--- src/rtl/traffic_ctrl.sv ---
// traffic_ctrl: four-way intersection signal controller.
//
// Sequences the NS and EW signal heads through
//   AR_NS -> NS_G -> NS_Y -> AR_EW -> EW_G -> EW_Y -> AR_NS ...
// Green length is demand-actuated between GREEN_MIN and GREEN_MAX cycles.
// Demand is the OR of live vehicle counts and latched pedestrian requests.
// test_mode_i forces every timing parameter to 1 so each state lasts one cycle.
//
// Ports:
//   clock_i, reset_n_i        clock, asynchronous active-low reset
//   vcount_*_i [2:0]          vehicles waiting per approach (not latched)
//   ped_button_ns_i/_ew_i     pedestrian request levels, latched until served
//   test_mode_i               compress all phase timing to 1 cycle
//   green/yellow/red_*_o      registered lamp drives, one lamp per direction
//   transition_count_o [15:0] number of state changes since reset (wraps)
//   state_dbg_o [2:0]         current FSM state, for debug and checkers
//
// There is no valid/ready handshake on this block: inputs are levels sampled
// on every rising edge of clock_i.
module traffic_ctrl #(
    parameter int unsigned GREEN_MIN   = 8,
    parameter int unsigned GREEN_MAX   = 32,
    parameter int unsigned YELLOW_TIME = 3,
    parameter int unsigned ALLRED_TIME = 2
) (
    input  logic        clock_i,
    input  logic        reset_n_i,
    input  logic [2:0]  vcount_northbound_i,
    input  logic [2:0]  vcount_southbound_i,
    input  logic [2:0]  vcount_eastbound_i,
    input  logic [2:0]  vcount_westbound_i,
    input  logic        ped_button_ns_i,
    input  logic        ped_button_ew_i,
    input  logic        test_mode_i,
    output logic        green_northsouth_o,
    output logic        yellow_northsouth_o,
    output logic        red_northsouth_o,
    output logic        green_eastwest_o,
    output logic        yellow_eastwest_o,
    output logic        red_eastwest_o,
    output logic [15:0] transition_count_o,
    output logic [2:0]  state_dbg_o
);

    typedef enum logic [2:0] {
        AR_NS = 3'd0,
        NS_G  = 3'd1,
        NS_Y  = 3'd2,
        AR_EW = 3'd3,
        EW_G  = 3'd4,
        EW_Y  = 3'd5
    } state_e;

    localparam logic [15:0] GMIN_P = 16'(GREEN_MIN);
    localparam logic [15:0] GMAX_P = 16'(GREEN_MAX);
    localparam logic [15:0] YEL_P  = 16'(YELLOW_TIME);
    localparam logic [15:0] AR_P   = 16'(ALLRED_TIME);

    // Lamp vector order: {g_ns, y_ns, r_ns, g_ew, y_ew, r_ew}
    localparam logic [5:0] LAMPS_ALL_RED = 6'b001_001;

    state_e      state_q, state_d;
    logic [15:0] t_q, t_d;
    logic        ped_ns_q, ped_ns_d;
    logic        ped_ew_q, ped_ew_d;
    logic [15:0] cnt_q, cnt_d;
    logic [5:0]  lamps_q, lamps_d;

    logic [15:0] gmin_eff, gmax_eff, yel_eff, ar_eff;
    logic        ns_veh, ew_veh, ns_dem, ew_dem;
    logic        changed;

    // Test mode acts combinationally, so a mid-phase toggle is compared
    // against the running timer on the very next evaluation.
    always_comb begin
        gmin_eff = test_mode_i ? 16'd1 : GMIN_P;
        gmax_eff = test_mode_i ? 16'd1 : GMAX_P;
        yel_eff  = test_mode_i ? 16'd1 : YEL_P;
        ar_eff   = test_mode_i ? 16'd1 : AR_P;
    end

    always_comb begin
        ns_veh = (vcount_northbound_i != 3'd0) || (vcount_southbound_i != 3'd0);
        ew_veh = (vcount_eastbound_i  != 3'd0) || (vcount_westbound_i  != 3'd0);
        ns_dem = ns_veh || ped_ns_q;
        ew_dem = ew_veh || ped_ew_q;
    end

    // Next-state, timer, latches and counter.
    always_comb begin
        state_d = state_q;
        case (state_q)
            AR_NS: if (t_q >= ar_eff)  state_d = NS_G;
            // A green with no competing demand holds forever; live vehicles on
            // the green approach extend it up to the maximum.
            NS_G:  if ((t_q >= gmin_eff) && ew_dem && (!ns_veh || (t_q >= gmax_eff)))
                       state_d = NS_Y;
            NS_Y:  if (t_q >= yel_eff) state_d = AR_EW;
            AR_EW: if (t_q >= ar_eff)  state_d = EW_G;
            EW_G:  if ((t_q >= gmin_eff) && ns_dem && (!ew_veh || (t_q >= gmax_eff)))
                       state_d = EW_Y;
            EW_Y:  if (t_q >= yel_eff) state_d = AR_NS;
            default: state_d = AR_NS;
        endcase

        changed = (state_d != state_q);

        if (changed)               t_d = 16'd1;
        else if (t_q == 16'hFFFF)  t_d = t_q;
        else                       t_d = t_q + 16'd1;

        cnt_d = changed ? (cnt_q + 16'd1) : cnt_q;

        // Entering a green serves its request; the clear beats a press
        // arriving on the same edge.
        if (changed && (state_d == NS_G)) ped_ns_d = 1'b0;
        else                              ped_ns_d = ped_ns_q || ped_button_ns_i;
        if (changed && (state_d == EW_G)) ped_ew_d = 1'b0;
        else                              ped_ew_d = ped_ew_q || ped_button_ew_i;
    end

    // Lamps are decoded from the next state so they register on the same
    // edge as the state itself.
    always_comb begin
        lamps_d = LAMPS_ALL_RED;
        case (state_d)
            NS_G:    lamps_d = 6'b100_001;
            NS_Y:    lamps_d = 6'b010_001;
            EW_G:    lamps_d = 6'b001_100;
            EW_Y:    lamps_d = 6'b001_010;
            default: lamps_d = LAMPS_ALL_RED;
        endcase
    end

    always_ff @(posedge clock_i or negedge reset_n_i) begin
        if (!reset_n_i) begin
            state_q  <= AR_NS;
            t_q      <= 16'd1;
            ped_ns_q <= 1'b0;
            ped_ew_q <= 1'b0;
            cnt_q    <= 16'd0;
            lamps_q  <= LAMPS_ALL_RED;
        end else begin
            state_q  <= state_d;
            t_q      <= t_d;
            ped_ns_q <= ped_ns_d;
            ped_ew_q <= ped_ew_d;
            cnt_q    <= cnt_d;
            lamps_q  <= lamps_d;
        end
    end

    assign {green_northsouth_o, yellow_northsouth_o, red_northsouth_o,
            green_eastwest_o,   yellow_eastwest_o,   red_eastwest_o} = lamps_q;
    assign transition_count_o = cnt_q;
    assign state_dbg_o        = state_q;

endmodule

--- config.mk ---
export PLATFORM = sky130hd
export DESIGN_NAME = traffic_ctrl
export DESIGN_NICKNAME = d
export VERILOG_FILES = /design/src/rtl/traffic_ctrl.sv
export SDC_FILE = /design/constraint.sdc
export NUM_CORES = 1
export LEC_CHECK = 0
export CAP_MARGIN = 30
export CELL_PAD_IN_SITES_DETAIL_PLACEMENT = 1
export CELL_PAD_IN_SITES_GLOBAL_PLACEMENT = 1
export CORE_UTILIZATION = 40
export DETAILED_ROUTE_END_ITERATION = 10
export PLACE_DENSITY_LB_ADDON = 0.15
export SETUP_SLACK_MARGIN = 0.15
export SLEW_MARGIN = 20
export SYNTH_ARGS = -nofsm -noshare
export SYNTH_HDL_FRONTEND = slang
export SYNTH_SLANG_ARGS = --single-unit
--- constraint.sdc ---
create_clock -name clock_i -period 2.75 [get_ports clock_i]
set_input_delay 0.275 -clock clock_i [delete_from_list [all_inputs] [get_ports clock_i]]
set_output_delay 0.275 -clock clock_i [all_outputs]
set_load 0.1 [all_outputs]
==> flow_summary.html <==
<table>
<tr><th>Metric</th><th>Value</th></tr>
<tr><th colspan="2">Layout</th></tr>
<tr><td>Synth-to-Final Area Change</td><td>28.2%</td></tr>
<tr><td>NumNets Final</td><td>301</td></tr>
<tr><td>Fill cells</td><td>629</td></tr>
<tr><td>Count of placed standard cells in the final layout, fillers left out</td><td>351</td></tr>
<tr><td>Combined flip-flop and latch cell area</td><td>0.00108 mm^2</td></tr>
<tr><td>Multi-input gate area</td><td>0.00115 mm^2</td></tr>
<tr><td>Proportion of layout cells with a drive suffix above 1</td><td>25.8%</td></tr>
<tr><td>Antenna diode instance count</td><td>0</td></tr>
<tr><th colspan="2">Logic synthesis</th></tr>
<tr><td>Share of the synthesized area in the top cell type</td><td>43.6%</td></tr>
<tr><td>Largest cells by area after synthesis</td><td>dfrtp_1, xnor2_1, nand3_1, dfstp_2, ha_1</td></tr>
<tr><td>Area of the mapped netlist</td><td>0.00229 mm^2</td></tr>
<tr><td>Yosys warns</td><td>0</td></tr>
<tr><td>Most frequently used cell type in the post-synthesis netlist</td><td>dfrtp_1</td></tr>
<tr><td>Fraction of registers with async set/reset</td><td>100%</td></tr>
<tr><td>Post-synthesis register bit count</td><td>43</td></tr>
<tr><td>Main flop type after synthesis</td><td>dfrtp_1</td></tr>
<tr><td>Number of library cell types mapped by synthesis</td><td>46</td></tr>
<tr><td>Net count after synthesis</td><td>246</td></tr>
<tr><td>Cell accounting for the most synthesized area</td><td>dfrtp_1</td></tr>
<tr><td>Synthesized netlist cell count</td><td>223</td></tr>
<tr><td>Average instance area after synthesis</td><td>10.3 um^2</td></tr>
<tr><td>Leading cell types by count after synthesis</td><td>dfrtp_1, xnor2_1, nand3_1, nor2_1, nand2_1</td></tr>
<tr><td>Post-synthesis sequential area ratio</td><td>47.1%</td></tr>
<tr><td>Number of enable-type register cells in the synthesized netlist</td><td>0</td></tr>
<tr><th colspan="2">Detailed routing</th></tr>
<tr><td>First-pass DRT Iterations</td><td>4</td></tr>
<tr><td>Metal2 WL</td><td>2530 um</td></tr>
<tr><td>DR iter-0 viols</td><td>77</td></tr>
<tr><td>Overall routed net length</td><td>5290 um</td></tr>
<tr><td>Routed length on met3</td><td>229 um</td></tr>
<tr><td>Via Count</td><td>1874</td></tr>
<tr><td>Per-cell routed wire length</td><td>15.1 um</td></tr>
<tr><td>Drt drc</td><td>0</td></tr>
<tr><td>Post-DRT Antenna Nets</td><td>0</td></tr>
<tr><td>Uppermost signal routing layer after detailed routing</td><td>met4</td></tr>
<tr><td>Wl on met1</td><td>2460 um</td></tr>
<tr><td>Vias per Instance</td><td>5.34</td></tr>
<tr><th colspan="2">Worst hold path</th></tr>
<tr><td>Classification of the worst-slack hold path</td><td>in2async</td></tr>
<tr><th colspan="2">CTS</th></tr>
<tr><td>Clock input transition at the sequential cells of the worst setup and hold paths</td><td>0.09 ns</td></tr>
<tr><td>CTS tree</td><td>yes</td></tr>
<tr><td>Clock sink count</td><td>43</td></tr>
<tr><td>Clk Latency, worst-skew pair</td><td>0.30 ns</td></tr>
<tr><td>Clock root cell</td><td>clkbuf_8</td></tr>
<tr><td>Number of clock buffers inserted by TritonCTS</td><td>5</td></tr>
<tr><td>Maximum clock path buffer count</td><td>2</td></tr>
<tr><td>H-tree Lvls</td><td>2</td></tr>
<tr><th colspan="2">Setup path</th></tr>
<tr><td>Crit-path most repeated cell</td><td>nand3_1</td></tr>
<tr><td>Data arrival time of the critical path</td><td>2.66 ns</td></tr>
<tr><td>Req. time, crit path</td><td>2.95 ns</td></tr>
<tr><td>Kind of critical path</td><td>reg2reg</td></tr>
<tr><td>Worst-path cell chain</td><td>buf_4, ha_1, and3_1, nand3_1, or3_1, nand3_1, nor3_1, xnor2_1, nor2_2</td></tr>
<tr><td>Startpoint Class</td><td>register</td></tr>
<tr><td>Delay of the slowest critical-path stage</td><td>0.59 ns</td></tr>
<tr><td>Cell type of the slowest stage on the worst timing path</td><td>dfstp_2</td></tr>
<tr><td>Worst R2R Setup Slack</td><td>0.29 ns</td></tr>
<tr><td>Worst Path Max Fanout</td><td>6</td></tr>
<tr><td>Worst setup EP type</td><td>register</td></tr>
<tr><th colspan="2">Power</th></tr>
<tr><td>Sw frac</td><td>50.2%</td></tr>
<tr><td>Internal power</td><td>1700 uW</td></tr>
<tr><td>Power per standard cell area</td><td>1160 mW/mm^2</td></tr>
<tr><td>Peak supply drop</td><td>0.883 mV</td></tr>
<tr><td>Switching pwr</td><td>1710 uW</td></tr>
<tr><td>Clock network fraction of design power</td><td>14.5%</td></tr>
<tr><td>Logic pwr share</td><td>57.3%</td></tr>
<tr><td>Power share of the sequential group</td><td>28.1%</td></tr>
<tr><td>Leak</td><td>0.00130 uW</td></tr>
<tr><th colspan="2">Placement</th></tr>
<tr><td>HPWL after DPL</td><td>3980 um</td></tr>
<tr><td>Total placed cells including tap cells</td><td>340</td></tr>
<tr><td>Final weighted congestion in routability-driven placement</td><td>0.742</td></tr>
<tr><td>Input/output buffers</td><td>41</td></tr>
<tr><th colspan="2">Floorplanning</th></tr>
<tr><td>Width of the die</td><td>77.7 um</td></tr>
<tr><td>Core outline area</td><td>0.00551 mm^2</td></tr>
<tr><td>Standard-cell row count</td><td>27</td></tr>
<tr><td>I/O pin count</td><td>42</td></tr>
<tr><td>Die ar.</td><td>0.00604 mm^2</td></tr>
<tr><td>Initial standard-cell utilization of the core</td><td>41.7%</td></tr>
<tr><td>Vertical die dimension</td><td>77.7 um</td></tr>
<tr><th colspan="2">Flow run</th></tr>
<tr><td>Max-cap check violation count</td><td>0</td></tr>
<tr><th colspan="2">STA</th></tr>
<tr><td>Setup repair after global routing missed its margin</td><td>no</td></tr>
<tr><td>Final critical-path required period</td><td>2.46 ns</td></tr>
<tr><td>Share of the clock period used by the worst path after layout</td><td>89.6%</td></tr>
<tr><td>Final max-slew violation count</td><td>0</td></tr>
<tr><td>Worst Clk Skew</td><td>0.00728 ns</td></tr>
<tr><td>Highest clock rate</td><td>406 MHz</td></tr>
<tr><td>Slew @ Worst Pin</td><td>0.542 ns</td></tr>
<tr><td>Worst relative slew slack</td><td>63.9%</td></tr>
<tr><td>Worst slack on hold paths</td><td>0.484 ns</td></tr>
<tr><td>Total count of hold-check failures in the final report</td><td>0</td></tr>
<tr><td>Setup violation total in the final timing report</td><td>0</td></tr>
<tr><th colspan="2">Global routing</th></tr>
<tr><td>Global-route wire length before repair</td><td>9160 um</td></tr>
<tr><td>Number of global-route vias before repair</td><td>1958</td></tr>
<tr><td>Number of antenna violations at the first check in global routing</td><td>0</td></tr>
<tr><td>Largest net degree at the start of global routing</td><td>24</td></tr>
<tr><td>Sum of overflow across all layers after global routing</td><td>0</td></tr>
<tr><td>Global-route usage over all layers</td><td>19.5%</td></tr>
<tr><th colspan="2">Outcome</th></tr>
<tr><td>Run status</td><td>completed</td></tr>
</table>
## logic make-up (layout without fill, tap and decap cells)
kind of cell | after synthesis | in the layout | synth area share [%]
AO/OA/AOI/OAI | 28 | 28 | 9.00
XOR/XNOR | 26 | 26 | 9.92
adder cells (fa/ha/maj) | 6 | 6 | 3.27
buffers and inverters | 12 | 68 | 3.11
flip-flops | 43 | 43 | 47.1
multiplexers | 2 | 2 | 0.927
AND/OR/NAND/NOR | 106 | 106 | 26.7
## worst max-delay path: cells and delay by family (launching register included)
kind | cells | cell delay, ns
xor+xnor | 1 | 0.19
flops | 1 | 0.59
buf+inv | 1 | 0.14
fa+ha+maj | 1 | 0.22
simple gates | 6 | 1.22
## what timing repair did
item,in CTS,in global routing
setup buffers,0,2
endpoints found under the setup margin,0,30
hold buffers,1,0
resized for setup,0,1
endpoints found under the hold margin,20,0
## per-stage QoR
| step | worst slack [ns] | total power, uW | utilization [%] | cell area (um^2) | TNS [ns] |
|---|---|---|---|---|---|
| 2_1_floorplan | 0.227 | 2450 | - | 2300 | 0 |
| 3_3_place_gp | 0.0179 | 2880 | 50.4 | 2770 | 0 |
| 3_5_place_dp | -0.00183 | 2920 | 50.9 | 2800 | -0.00183 |
| 4_1_cts | 0.180 | 3430 | 53.1 | 2920 | 0 |
| 5_1_grt | 0.163 | 3620 | 53.4 | 2940 | 0 |
| 6_report | 0.287 | 3420 | 53.4 | 2940 | 0 |
## flip-flops by register name, summed over array words and instances (netlist names)
signal / count
t_q: 16
transition_count_o: 16
lamps_q: 6
state_dbg_o: 3
ped_ew_q: 1
ped_ns_q: 1
## layer usage
metal / vias to the layer above / GRT usage, %
met1: 933 / 25.7
met2: 38 / 31.8
met3: 7 / 4.71
met5: - / 0
met4: 0 / 5.66
li1: 896 / -
## layout make-up
cell class                      count  share of cell area (%)
Timing Repair Buffer               54                    16.6
Inverter                            6                   0.766
Clock buffer                        6                    2.47
Clock inverter                      2                    1.28
Tap cell                           72                    3.06
Multi-Input combinational cell    168                    39.0
Sequential cell                    43                    36.8
## power groups by stage
stage	Sequential, uW	Clock, uW	Combinational [uW]
floorplan	1640	0	810
global placement	971	0	1910
detailed placement	974	0	1950
CTS	966	517	1950
global route	987	542	2090
finish	962	497	1960
## final timing paths
check,to,depth (start not counted),startpoint
max,t_q[15]$_DFFE_PN0P_,9,t_q[0]$_DFFE_PN1P_
min,t_q[7]$_DFFE_PN0P_,2,reset_n_i
max reg2reg,t_q[15]$_DFFE_PN0P_,9,t_q[0]$_DFFE_PN1P_
min reg2reg,transition_count_o[10]$_DFFE_PN0N_,1,transition_count_o[10]$_DFFE_PN0N_
max in group asynchronous,t_q[0]$_DFFE_PN1P_,3,reset_n_i
min in group clock_i,transition_count_o[10]$_DFFE_PN0N_,1,transition_count_o[10]$_DFFE_PN0N_
## layout by cell type, fill, tap and decap left out, types with 2 or more instances in the layout
cell type / n
nor3_1: 3
o21a_1: 2
a21oi_1: 6
xor2_1: 5
nor2_1: 16
clkdlybuf4s50_1: 15
buf_12: 2
dfrtp_1: 38
buf_4: 34
and3_1: 9
clkbuf_8: 5
or3_1: 5
nor2_2: 10
a31oi_1: 2
a211oi_1: 2
nor4_1: 2
and2_1: 2
nand2b_1: 6
xnor2_1: 21
dfstp_2: 3
nand3_1: 20
nor2b_1: 2
nand2_1: 12
inv_1: 6
ha_1: 6
or4_4: 3
nand4_1: 9
dfrtp_2: 2
o21ai_0: 6
Power figures use the tool's default switching activity.
